[src/rtl/shift_reg_piso.sv]
// Parallel-in serial-out shift register with a one-word holding buffer so
// consecutive words stream out with no idle cycles between them.
module shift_reg_piso #(
    parameter int WIDTH     = 8,
    parameter bit MSB_FIRST = 1'b1
) (
    input  logic             clk,
    input  logic             reset_n,
    input  logic [WIDTH-1:0] din,
    input  logic             din_valid,
    output logic             din_ready,
    output logic             sdo,
    output logic             sdo_valid,
    output logic             sdo_first,
    output logic             busy
);

    localparam int CNT_W = $clog2(WIDTH);
    localparam logic [CNT_W-1:0] LAST = CNT_W'(WIDTH - 1);

    typedef enum logic {
        IDLE,
        SHIFT
    } state_t;

    state_t             state_q, state_d;
    logic [WIDTH-1:0]   shreg_q, shreg_d;
    logic [WIDTH-1:0]   buf_q, buf_d;
    logic               full_q, full_d;
    logic [CNT_W-1:0]   cnt_q, cnt_d;
    logic               sdo_q, sdo_d;
    logic               sdo_valid_q, sdo_valid_d;
    logic               sdo_first_q, sdo_first_d;

    logic               accept;
    logic               do_load;
    logic [WIDTH-1:0]   load_word;

    always_comb begin
        state_d     = state_q;
        shreg_d     = shreg_q;
        buf_d       = buf_q;
        full_d      = full_q;
        cnt_d       = cnt_q;
        sdo_d       = sdo_q;
        sdo_valid_d = sdo_valid_q;
        sdo_first_d = sdo_first_q;
        do_load     = 1'b0;
        load_word   = din;
        accept      = din_valid & ~full_q;

        case (state_q)
            IDLE: begin
                if (accept) begin
                    do_load = 1'b1;
                    state_d = SHIFT;
                end
            end
            SHIFT: begin
                if (cnt_q != LAST) begin
                    if (MSB_FIRST) begin
                        sdo_d   = shreg_q[WIDTH-2];
                        shreg_d = {shreg_q[WIDTH-2:0], 1'b0};
                    end else begin
                        sdo_d   = shreg_q[1];
                        shreg_d = {1'b0, shreg_q[WIDTH-1:1]};
                    end
                    cnt_d       = cnt_q + CNT_W'(1);
                    sdo_first_d = 1'b0;
                    if (accept) begin
                        buf_d  = din;
                        full_d = 1'b1;
                    end
                end else if (full_q) begin
                    // Buffered word has priority over a fresh one on the last-bit edge
                    do_load   = 1'b1;
                    load_word = buf_q;
                    full_d    = 1'b0;
                end else if (accept) begin
                    do_load = 1'b1;
                end else begin
                    state_d     = IDLE;
                    shreg_d     = '0;
                    cnt_d       = '0;
                    sdo_d       = 1'b0;
                    sdo_valid_d = 1'b0;
                    sdo_first_d = 1'b0;
                end
            end
            default: state_d = IDLE;
        endcase

        if (do_load) begin
            shreg_d     = load_word;
            sdo_d       = MSB_FIRST ? load_word[WIDTH-1] : load_word[0];
            cnt_d       = '0;
            sdo_valid_d = 1'b1;
            sdo_first_d = 1'b1;
        end
    end

    always_ff @(posedge clk or negedge reset_n) begin
        if (!reset_n) begin
            state_q     <= IDLE;
            shreg_q     <= '0;
            buf_q       <= '0;
            full_q      <= 1'b0;
            cnt_q       <= '0;
            sdo_q       <= 1'b0;
            sdo_valid_q <= 1'b0;
            sdo_first_q <= 1'b0;
        end else begin
            state_q     <= state_d;
            shreg_q     <= shreg_d;
            buf_q       <= buf_d;
            full_q      <= full_d;
            cnt_q       <= cnt_d;
            sdo_q       <= sdo_d;
            sdo_valid_q <= sdo_valid_d;
            sdo_first_q <= sdo_first_d;
        end
    end

    assign din_ready = ~full_q;
    assign sdo       = sdo_q;
    assign sdo_valid = sdo_valid_q;
    assign sdo_first = sdo_first_q;
    assign busy      = (state_q == SHIFT) | full_q;

endmodule

[config.mk]
export PLATFORM = sky130hd
export DESIGN_NAME = shift_reg_piso
export DESIGN_NICKNAME = d
export VERILOG_FILES = /design/src/rtl/shift_reg_piso.sv
export SDC_FILE = /design/constraint.sdc
export NUM_CORES = 1
export LEC_CHECK = 0
export CAP_MARGIN = 40
export CELL_PAD_IN_SITES_DETAIL_PLACEMENT = 0
export CELL_PAD_IN_SITES_GLOBAL_PLACEMENT = 1
export CORE_MARGIN = 2
export CORE_UTILIZATION = 37
export DETAILED_ROUTE_END_ITERATION = 8
export PLACE_DENSITY = 0.75
export SYNTH_ARGS = -nofsm -noshare
export SYNTH_HDL_FRONTEND = slang
export SYNTH_SLANG_ARGS = --single-unit
[constraint.sdc]
create_clock -name clk -period 2.2 [get_ports clk]
set_input_delay 0.55 -clock clk [delete_from_list [all_inputs] [get_ports clk]]
set_output_delay 0.55 -clock clk [all_outputs]
set_load 0.05 [all_outputs]
==> key figures, run 1 <==
Timing
  • Setup TNS: 0 ns
  • Maximum clock frequency: 490 MHz
  • WHS: 0.518 ns
  • Hold Fails Final Rpt: 0
  • Fin crit share: 92.8%
  • Final Max Slew Viols: 0
  • Finish-stage setup viols: 0
  • Least-Margin Pin Slew: 0.495 ns
  • Fin crit period: 2.04 ns
  • RSZ-0062 raised after global routing: false
  • Slew HR: 66.9%
  • Clock Skew: 0.00231 ns

Clock tree
  • Clk_lat worst skew: 0.30 ns
  • Worst-path clk slew: 0.12 ns
  • H-tree depth: 1
  • CTS Hold Buffers Added: 0
  • TritonCTS Buffers: 3
  • CTS root buf: clkbuf_4
  • Post-CTS Setup Inserts: 0
  • CTS Sinks: 23
  • CTS resizes: 0
  • CTS tree: built
  • Longest Clk Path Bufs: 2

Die
  • Total die area: 0.00358 mm2
  • Starting Density: 38.5%
  • Floorplan core area: 0.00300 mm2
  • Rows: 20
  • Die height: 59.9 um
  • DIE WIDTH: 59.9 um
  • Top-level I/O count: 16

Flow run
  • Max-Cap Viols: 0

Synth
  • Total number of yosys warnings: 0
  • Simple-gate share of the synthesized area: 14.3%
  • Synthesized cell area: 0.00115 mm2
  • Post-synthesis compound-gate area fraction: 20.7%
  • Post-synthesis mux area share: 7.80%
  • Post-synthesis adder-cell area fraction: 2.17%
  • #FFs+latches synth: 23
  • Post-synthesis cell count: 114
  • Post-synthesis sequential area ratio: 49.8%
  • Largest family of logic cells by synthesized area: compound AO/OA/AOI/OAI gates
  • Syn avg cell area: 10.1 um2
  • Cell variety after synth: 19
  • Xor and xnor area share after synthesis: 0%
  • Syn Nets: 127

Power
  • Peak supply drop: 0.000579 V
  • Lkg Pwr: 0.000602 uW
  • Power per standard cell area: 1330 mW/mm2
  • Total power: 1840 uW

Worst setup path
  • CP Data Required Time: 1.65 ns
  • Critical path arrival: 1.49 ns
  • Max Fanout on Critical Path: 3
  • Worst path depth: 1
  • Critical path launch point type: register
  • Worst R2R End: buf_q[4]
  • Reg2Reg Setup Slack: 0.52 ns
  • Register-to-Register Path Depth: 5
  • Worst Setup End Kind: output pin
  • Critical path's top delay family: buffers and inverters
  • Worst path bufs/invs: 1
  • Critical path's slowest cell: clkdlybuf4s50_1
  • Reg-to-reg startpoint: cnt_q[0]
  • Crit path cell chain: clkdlybuf4s50_1
  • Crit Path Class: reg2out
  • CP peak stage delay: 0.81 ns

Global routing
  • Antenna violations before repair: 0
  • Largest net degree at the start of global routing: 24
  • GR Util All Layers: 14.6%
  • Vias in the first global route: 847
  • Gr ovfl total: 0
  • First-pass GRT wire length: 3.93 mm

Cells and area
  • Diode count: 0
  • Multi-input logic area: 519 um2
  • Sequential cell area: 576 um2
  • Most frequent cells in the layout: dfrtp_1 (23), o21ai_0 (22), nand2_1 (14)
  • Layout cell share with drive strength beyond 1: 16.5%
  • Fill cells: 302
  • Design Area, Final: 0.00138 mm2
  • Nets: 147
  • Commonest non-fill, non-tap cell in the layout: dfrtp_1
  • P&R area growth vs syn: 19.6%

Route
  • Via count: 907
  • Drt total wl: 2.37 mm
  • Number of DRC markers in iteration 0: 37
  • 1st-pass router iterations: 4
  • Routed len/inst: 14.3 um
  • ANT nets after route: 0
  • Vias per std cell: 5.46
  • Residual DRC: 0

Run status
  • Status: complete, no violations

Min path
  • Hold path start: buf_q[3]
  • Worst hold path depth: 1
  • Hold EP: buf_q[3]
  • HP Class: reg2reg

Placement
  • Area after DPL: 0.00136 mm2
  • RD Place Congestion: 0.766
  • Hpwl dp: 1.79 mm
  • IO Port Bufs: 15
## how the worst max path moves through the flow
stage | start | to
6_report | sdo_valid | sdo_valid
5_1_grt | sdo_valid | sdo_valid
4_1_cts | sdo_valid | sdo_valid
3_5_place_dp | din_valid | buf_q[4]
3_3_place_gp | din_valid | buf_q[3]
2_1_floorplan | cnt_q[0] | buf_q[0]
## synth_stat cells
library cell | instances | area [um2]
nand2_1 | 14 | 52.6
dfrtp_1 | 23 | 576
nand2b_2 | 1 | 8.76
a21oi_4 | 1 | 16.3
mux2_2 | 8 | 90.1
a21oi_1 | 9 | 45.0
buf_4 | 2 | 15.0
a22o_1 | 7 | 61.3
ha_1 | 2 | 25.0
inv_1 | 3 | 11.3
o21ai_0 | 22 | 110
nand2b_1 | 2 | 12.5
o22ai_1 | 1 | 6.26
nand4_1 | 1 | 6.26
nor2_8 | 1 | 20.0
nor2_1 | 7 | 26.3
nand3_1 | 6 | 30.0
buf_6 | 3 | 33.8
and2b_2 | 1 | 8.76
## routing by layer
layer	track usage (%)	vias to the layer above	part of all wire [%]	routed length, um
li1	-	443	-	-
met1	20.9	436	48	1130
met2	23.0	24	47	1110
met3	1.95	4	3.8	89
met4	4.76	0	1.4	34
met5	0	-	0	0
## area by class of cell
class | count | area share, %
Inverter | 3 | 0.815
Multi-Input combinational cell | 83 | 37.6
Tap cell | 33 | 2.99
Clock buffer | 4 | 1.90
Timing Repair Buffer | 20 | 15.0
Sequential cell | 23 | 41.7
## logic make-up (layout without fill, tap and decap cells)
family                     after synthesis  after routing
DFF                                     23             23
adders and majority gates                2              2
and+or+nand+nor                         33             33
buffers and inverters                    8             27
muxes                                    8              8
AOI/OAI and AO/OA                       40             40
## flip-flops by register name (all words and copies together) (netlist names)
name and cells:
buf_q 8, shreg_q 7, cnt_q 3, full_q 1, sdo 1, sdo_first 1
sdo_valid 1, state_q 1
## power breakdown
part	switching, uW	internal (uW)
logic	515	400
registers	110	624
clock network	123	70.6
## stage by stage
| step | cells | setup slack [ns] | util [%] |
|---|---|---|---|
| 5_1_grt | 166 | 0.107 | 46.0 |
| 4_1_cts | 166 | 0.142 | 46.0 |
| 2_1_floorplan | 114 | 0.559 | - |
| 6_report | 166 | 0.158 | 46.0 |
| 3_5_place_dp | 162 | 0.167 | 45.1 |
| 3_3_place_gp | 162 | 0.226 | 45.1 |
## worst reg2reg max path, delay by kind of cell (launching register included)
family / cells / cell delay (ns)
DFF: 1 / 0.42
muxes: 1 / 0.36
adders and majority gates: 2 / 0.39
and+or+nand+nor: 2 / 0.42
Power figures use the tool's default switching activity.
==> run 2, diff against run 1 <==
==> constraint.sdc (replaced) <==
create_clock -name clk -period 2.5 [get_ports clk]
set_input_delay 0.625 -clock clk [delete_from_list [all_inputs] [get_ports clk]]
set_output_delay 0.625 -clock clk [all_outputs]
set_load 0.05 [all_outputs]
==> key figures, run 2 (synthesized netlist as in run 1, its figures left out) <==
Min path
  • HP Class: reg2reg

Placement
  • RD Place Congestion: 0.698 (-8.8%)
  • Hpwl dp: 1.72 mm (-4.2%)
  • IO Port Bufs: 15 (unchanged)

Cells and area
  • Number of flip-flops under the largest register name: 8 (unchanged)
  • Fill cells: 291 (-3.6%)
  • P&R area growth vs syn: 17.2%
  • Nets: 145 (-1.4%)
  • Most flop-heavy register: buf_q
  • Commonest non-fill, non-tap cell in the layout: dfrtp_1
  • Top flop regs: buf_q x8, shreg_q x7, cnt_q x3
  • Diode count: 0 (unchanged)
  • Final core utilization: 45.1% (-0.92 points)
  • Layout cell share with drive strength beyond 1: 15.3% (-1.3 points)
  • Most frequent cells in the layout: dfrtp_1 (23), o21ai_0 (22), nand2_1 (14)

Clock tree
  • Clk_lat worst skew: 0.31 ns (about the same)
  • H-tree depth: 1 (unchanged)
  • CTS resizes: 0 (unchanged)
  • CTS root buf: clkbuf_4
  • Worst-path clk slew: 0.13 ns (about the same)
  • Post-CTS Setup Inserts: 0 (unchanged)
  • Longest Clk Path Bufs: 2 (unchanged)
  • CTS Hold Buffers Added: 0 (unchanged)
  • CTS Sinks: 23 (unchanged)
  • CTS tree: built
  • TritonCTS Buffers: 3 (unchanged)

Die
  • Rows: 20 (unchanged)
  • DIE WIDTH: 59.9 um (unchanged)
  • Total die area: 0.00358 mm2 (unchanged)
  • Top-level I/O count: 16 (unchanged)
  • Die height: 59.9 um (unchanged)
  • Starting Density: 38.5% (unchanged)
  • Floorplan core area: 0.00300 mm2 (unchanged)

Worst setup path
  • Worst path bufs/invs: 1 (unchanged)
  • Crit path cell chain: clkdlybuf4s50_1
  • Reg2Reg Setup Slack: 0.59 ns (+0.07 ns)
  • Worst Setup End Kind: output pin
  • Critical path's top delay family: buffers and inverters
  • Max Fanout on Critical Path: 3 (unchanged)
  • CP Data Required Time: 1.88 ns (+0.23 ns)
  • Critical path launch point type: register
  • Crit Path Class: reg2out
  • CP peak stage delay: 0.81 ns (about the same)
  • Critical path's slowest cell: clkdlybuf4s50_1
  • Critical path arrival: 1.50 ns (about the same)

Power
  • Power per standard cell area: 1180 mW/mm2 (-12%)
  • Lkg Pwr: 0.000589 uW (-2.1%)
  • Total power: 1600 uW (-13%)
  • Peak supply drop: 0.000518 V (-10%)

Timing
  • Final Max Slew Viols: 0 (unchanged)
  • Slew HR: 67.2% (+0.27 points)
  • Finish-stage setup viols: 0 (unchanged)
  • Fin crit share: 85.2%
  • Fin crit period: 2.13 ns
  • Maximum clock frequency: 470 MHz
  • RSZ-0062 raised after global routing: false
  • Setup TNS: 0 ns (unchanged)
  • Clock Skew: 0.00629 ns (+0.00398 ns)
  • Least-Margin Pin Slew: 0.491 ns (-0.00398 ns)
  • Hold Fails Final Rpt: 0 (unchanged)

Route
  • Residual DRC: 0 (unchanged)
  • 1st-pass router iterations: 4 (unchanged)
  • Vias per std cell: 5.54 (+1.3%)
  • Via count: 908 (+0.11%)
  • Routed len/inst: 14.1 um (-1.0%)
  • Number of DRC markers in iteration 0: 24 (-35%)
  • Drt total wl: 2.32 mm (-2.2%)
  • ANT nets after route: 0 (unchanged)

Global routing
  • Vias in the first global route: 850 (+0.35%)
  • Largest net degree at the start of global routing: 24 (unchanged)
  • Antenna violations before repair: 0 (unchanged)
  • Gr ovfl total: 0 (unchanged)
  • GR Util All Layers: 15.0% (+0.32 points)
  • First-pass GRT wire length: 3.97 mm (+0.86%)

Flow run
  • Max-Cap Viols: 0 (unchanged)

Run status
  • Status: complete, no violations
## run 2: layout make-up
class / instances / area, um2 / share of cell area, %
sequential: 23 / 576 / 42.5
clock buffer: 4 / 26.3 / 1.94
tap: 33 / 41.3 / 3.05
inverter: 3 / 11.3 / 0.832
multi-input combinational: 83 / 519 / 38.4
timing repair buffer: 18 / 180 / 13.3
## run 2: power breakdown
part           internal (uW)  switching, uW  total, uW
combinational            325            441        766
sequential               549            105        654
clock                   62.4            113        175
total                    937            659       1600
## run 2: path summary, 6_finish.rpt
| kind | from | end | cells after the start |
|---|---|---|---|
| worst max register to register | cnt_q[0] | buf_q[2] | 5 |
| worst min register to register | buf_q[1] | buf_q[1] | 1 |
| min in group asynchronous | reset_n | shreg_q[3] | 2 |
| max in group asynchronous | reset_n | cnt_q[2] | 2 |
| worst max-delay path | sdo_valid | sdo_valid | 1 |
| worst min-delay path | buf_q[1] | buf_q[1] | 1 |
## run 2: metrics by stage
| step | hold slack (ns) | worst slack, ns | cells | instance area, um2 |
|---|---|---|---|---|
| final | 0.519 | 0.370 | 164 | 1350 |
| after global routing | 0.535 | 0.295 | 164 | 1350 |
| after CTS | 0.522 | 0.356 | 164 | 1350 |
| after detailed placement | 0.492 | 0.301 | 160 | 1330 |
| after global placement | 0.491 | 0.353 | 160 | 1330 |
| after floorplan | 0.329 | 0.817 | 114 | 1150 |
## run 2: metal layers
metal / wire [um] / vias to the layer above / track usage, %
li1: - / 437 / -
met1: 1150 / 444 / 21.0
met2: 1020 / 22 / 22.5
met3: 96 / 5 / 1.95
met4: 50 / 0 / 7.62
met5: 0 / - / 0
==> RTL change (settings of run 1) <==
`MSB_FIRST`: 1'b1 -> 1'b0.
--- a/src/rtl/shift_reg_piso.sv
+++ b/src/rtl/shift_reg_piso.sv
@@ -2,7 +2,7 @@
 // consecutive words stream out with no idle cycles between them.
 module shift_reg_piso #(
     parameter int WIDTH     = 8,
-    parameter bit MSB_FIRST = 1'b1
+    parameter bit MSB_FIRST = 1'b0
 ) (
     input  logic             clk,
     input  logic             reset_n,
Formal check against the unedited RTL: not equivalent (a bounded check fails within 4 cycles, from zero or initial values and one cycle with reset_n low).
==> RTL change against run 1 <==
Routed wire length decreased by 0.51%. Maximum frequency fell by 1.3%. Sequential cell count did not move. Area after synthesis up 0.22%. First-iteration DRC count is 49% lower. Register-to-register slack worse by 0.07 ns. Worst setup slack lost 0.027 ns. Power up 0.80%. Critical path depth stayed put. Final area hardly changed. Hold slack about the same.
==> RTL change: results (changes against run 1) <==
[metrics] run status: finished, final reports clean (unchanged)
[metrics] number of placed cells counting well taps: 161 (was 162)
[metrics] number of violations reported at the end of detailed-routing iteration 0: 19 (was 37)
[metrics] Cell Count, Final, Fillers Out: 165 (was 166)
[metrics] wire length after detailed routing: 2360 um (was 2370 um)
[metrics] flop-to-flop setup slack: 0.45 ns (was 0.52 ns)
[metrics] Seq/Total Area, Yosys: 0.497 (was 0.498)
[metrics] Overall Global Routing Usage: 0.157 (was 0.146)
[metrics] net count of the finished layout: 146 (was 147)
[metrics] destination of the worst hold path: shreg_q[7] (was buf_q[3])
[metrics] origin of the worst min-delay path: shreg_q[7] (was buf_q[3])
[metrics] I/O Buffers: 15 (unchanged)
[metrics] family of cells with the greatest summed delay on the critical path: buffers and inverters (unchanged)
[metrics] post-detailed-placement half-perimeter wirelength: 1810 um (was 1790 um)
[metrics] ratio of cells with drive above 1 in the final layout: 0.159 (was 0.165)
[metrics] Hold WS: 0.517 ns (was 0.518 ns)
[metrics] reg2reg path depth: 6 (was 5)
[metrics] post-detailed-placement cell area: 0.00135 mm2 (was 0.00136 mm2)
[metrics] ratio of routed vias to standard cells: 5.24 (was 5.46)
[metrics] Leak Pwr: 0.000621 uW (was 0.000602 uW)
[metrics] r2r endpoint: buf_q[6] (was buf_q[4])
[metrics] ranking of synthesized cells by instance count: 23 x sky130_fd_sc_hd__dfrtp_1, 20 x sky130_fd_sc_hd__o21ai_0, 16 x sky130_fd_sc_hd__nand2_1 (was 23 x sky130_fd_sc_hd__dfrtp_1, 22 x sky130_fd_sc_hd__o21ai_0, 14 x sky130_fd_sc_hd__nand2_1)
[metrics] Mapped Avg Cell Area: 10.2 um2 (was 10.1 um2)
[metrics] Worst Path Arrival: 1.52 ns (was 1.49 ns)
[metrics] gp weighted congestion: 0.741 (was 0.766)
[metrics] pin slew with the least headroom to its limit: 0.552 ns (was 0.495 ns)
[metrics] hold depth: 2 (was 1)
[metrics] Max VDD drop: 0.605 mV (was 0.579 mV)
-- RTL change: final cells by class --
class	instances	area (um2)	area share
clock buffers	4	26.3	0.0190
well taps	33	41.3	0.0299
flip-flops and latches	23	576	0.417
repair buffers	18	180	0.131
inverters	4	15.0	0.0109
multi-input cells	83	542	0.393
-- RTL change: routing by layer --
metal / track usage / part of all wire
met5: 0 / 0
met4: 0.0762 / 0.021
met3: 0.0195 / 0.020
met2: 0.228 / 0.46
met1: 0.229 / 0.50
-- RTL change: where the power goes --
group,total (uW),internal [uW],leakage [uW],switching (uW)
Sequential,750,624,0.000275,126
Clock,198,71.0,0.0000150,127
Combinational,910,412,0.000331,498
Total,1860,1110,0.000621,750
-- RTL change: cell families after synthesis --
kind of cell | after synthesis | synth area share
flops | 23 | 0.497
compound gates | 39 | 0.196
buf+inv | 8 | 0.0346
fa+ha+maj | 2 | 0.0216
mux | 8 | 0.104
simple gates | 34 | 0.147
-- RTL change: tightest hold or removal path: stages (launching register included) --
cell and delay, ns:
sky130_fd_sc_hd__dfrtp_1 0.37, sky130_fd_sc_hd__nand2_1 0.06, sky130_fd_sc_hd__nand3_1 0.06
-- RTL change: worst max-delay path by stage --
stage,slack [ns],from,to
after floorplan,0.56,full_q,busy
after global placement,0.28,din_valid,shreg_q[2]
after detailed placement,0.24,din_valid,buf_q[5]
after CTS,0.11,sdo_valid,sdo_valid
after global routing,0.08,sdo_valid,sdo_valid
final,0.13,sdo_valid,sdo_valid
-- RTL change: metrics by stage --
step	power, uW	setup WS (ns)
after floorplan	1440	0.561
after global placement	1650	0.285
after detailed placement	1680	0.238
after CTS	1880	0.105
after global routing	2020	0.0801
final	1860	0.132
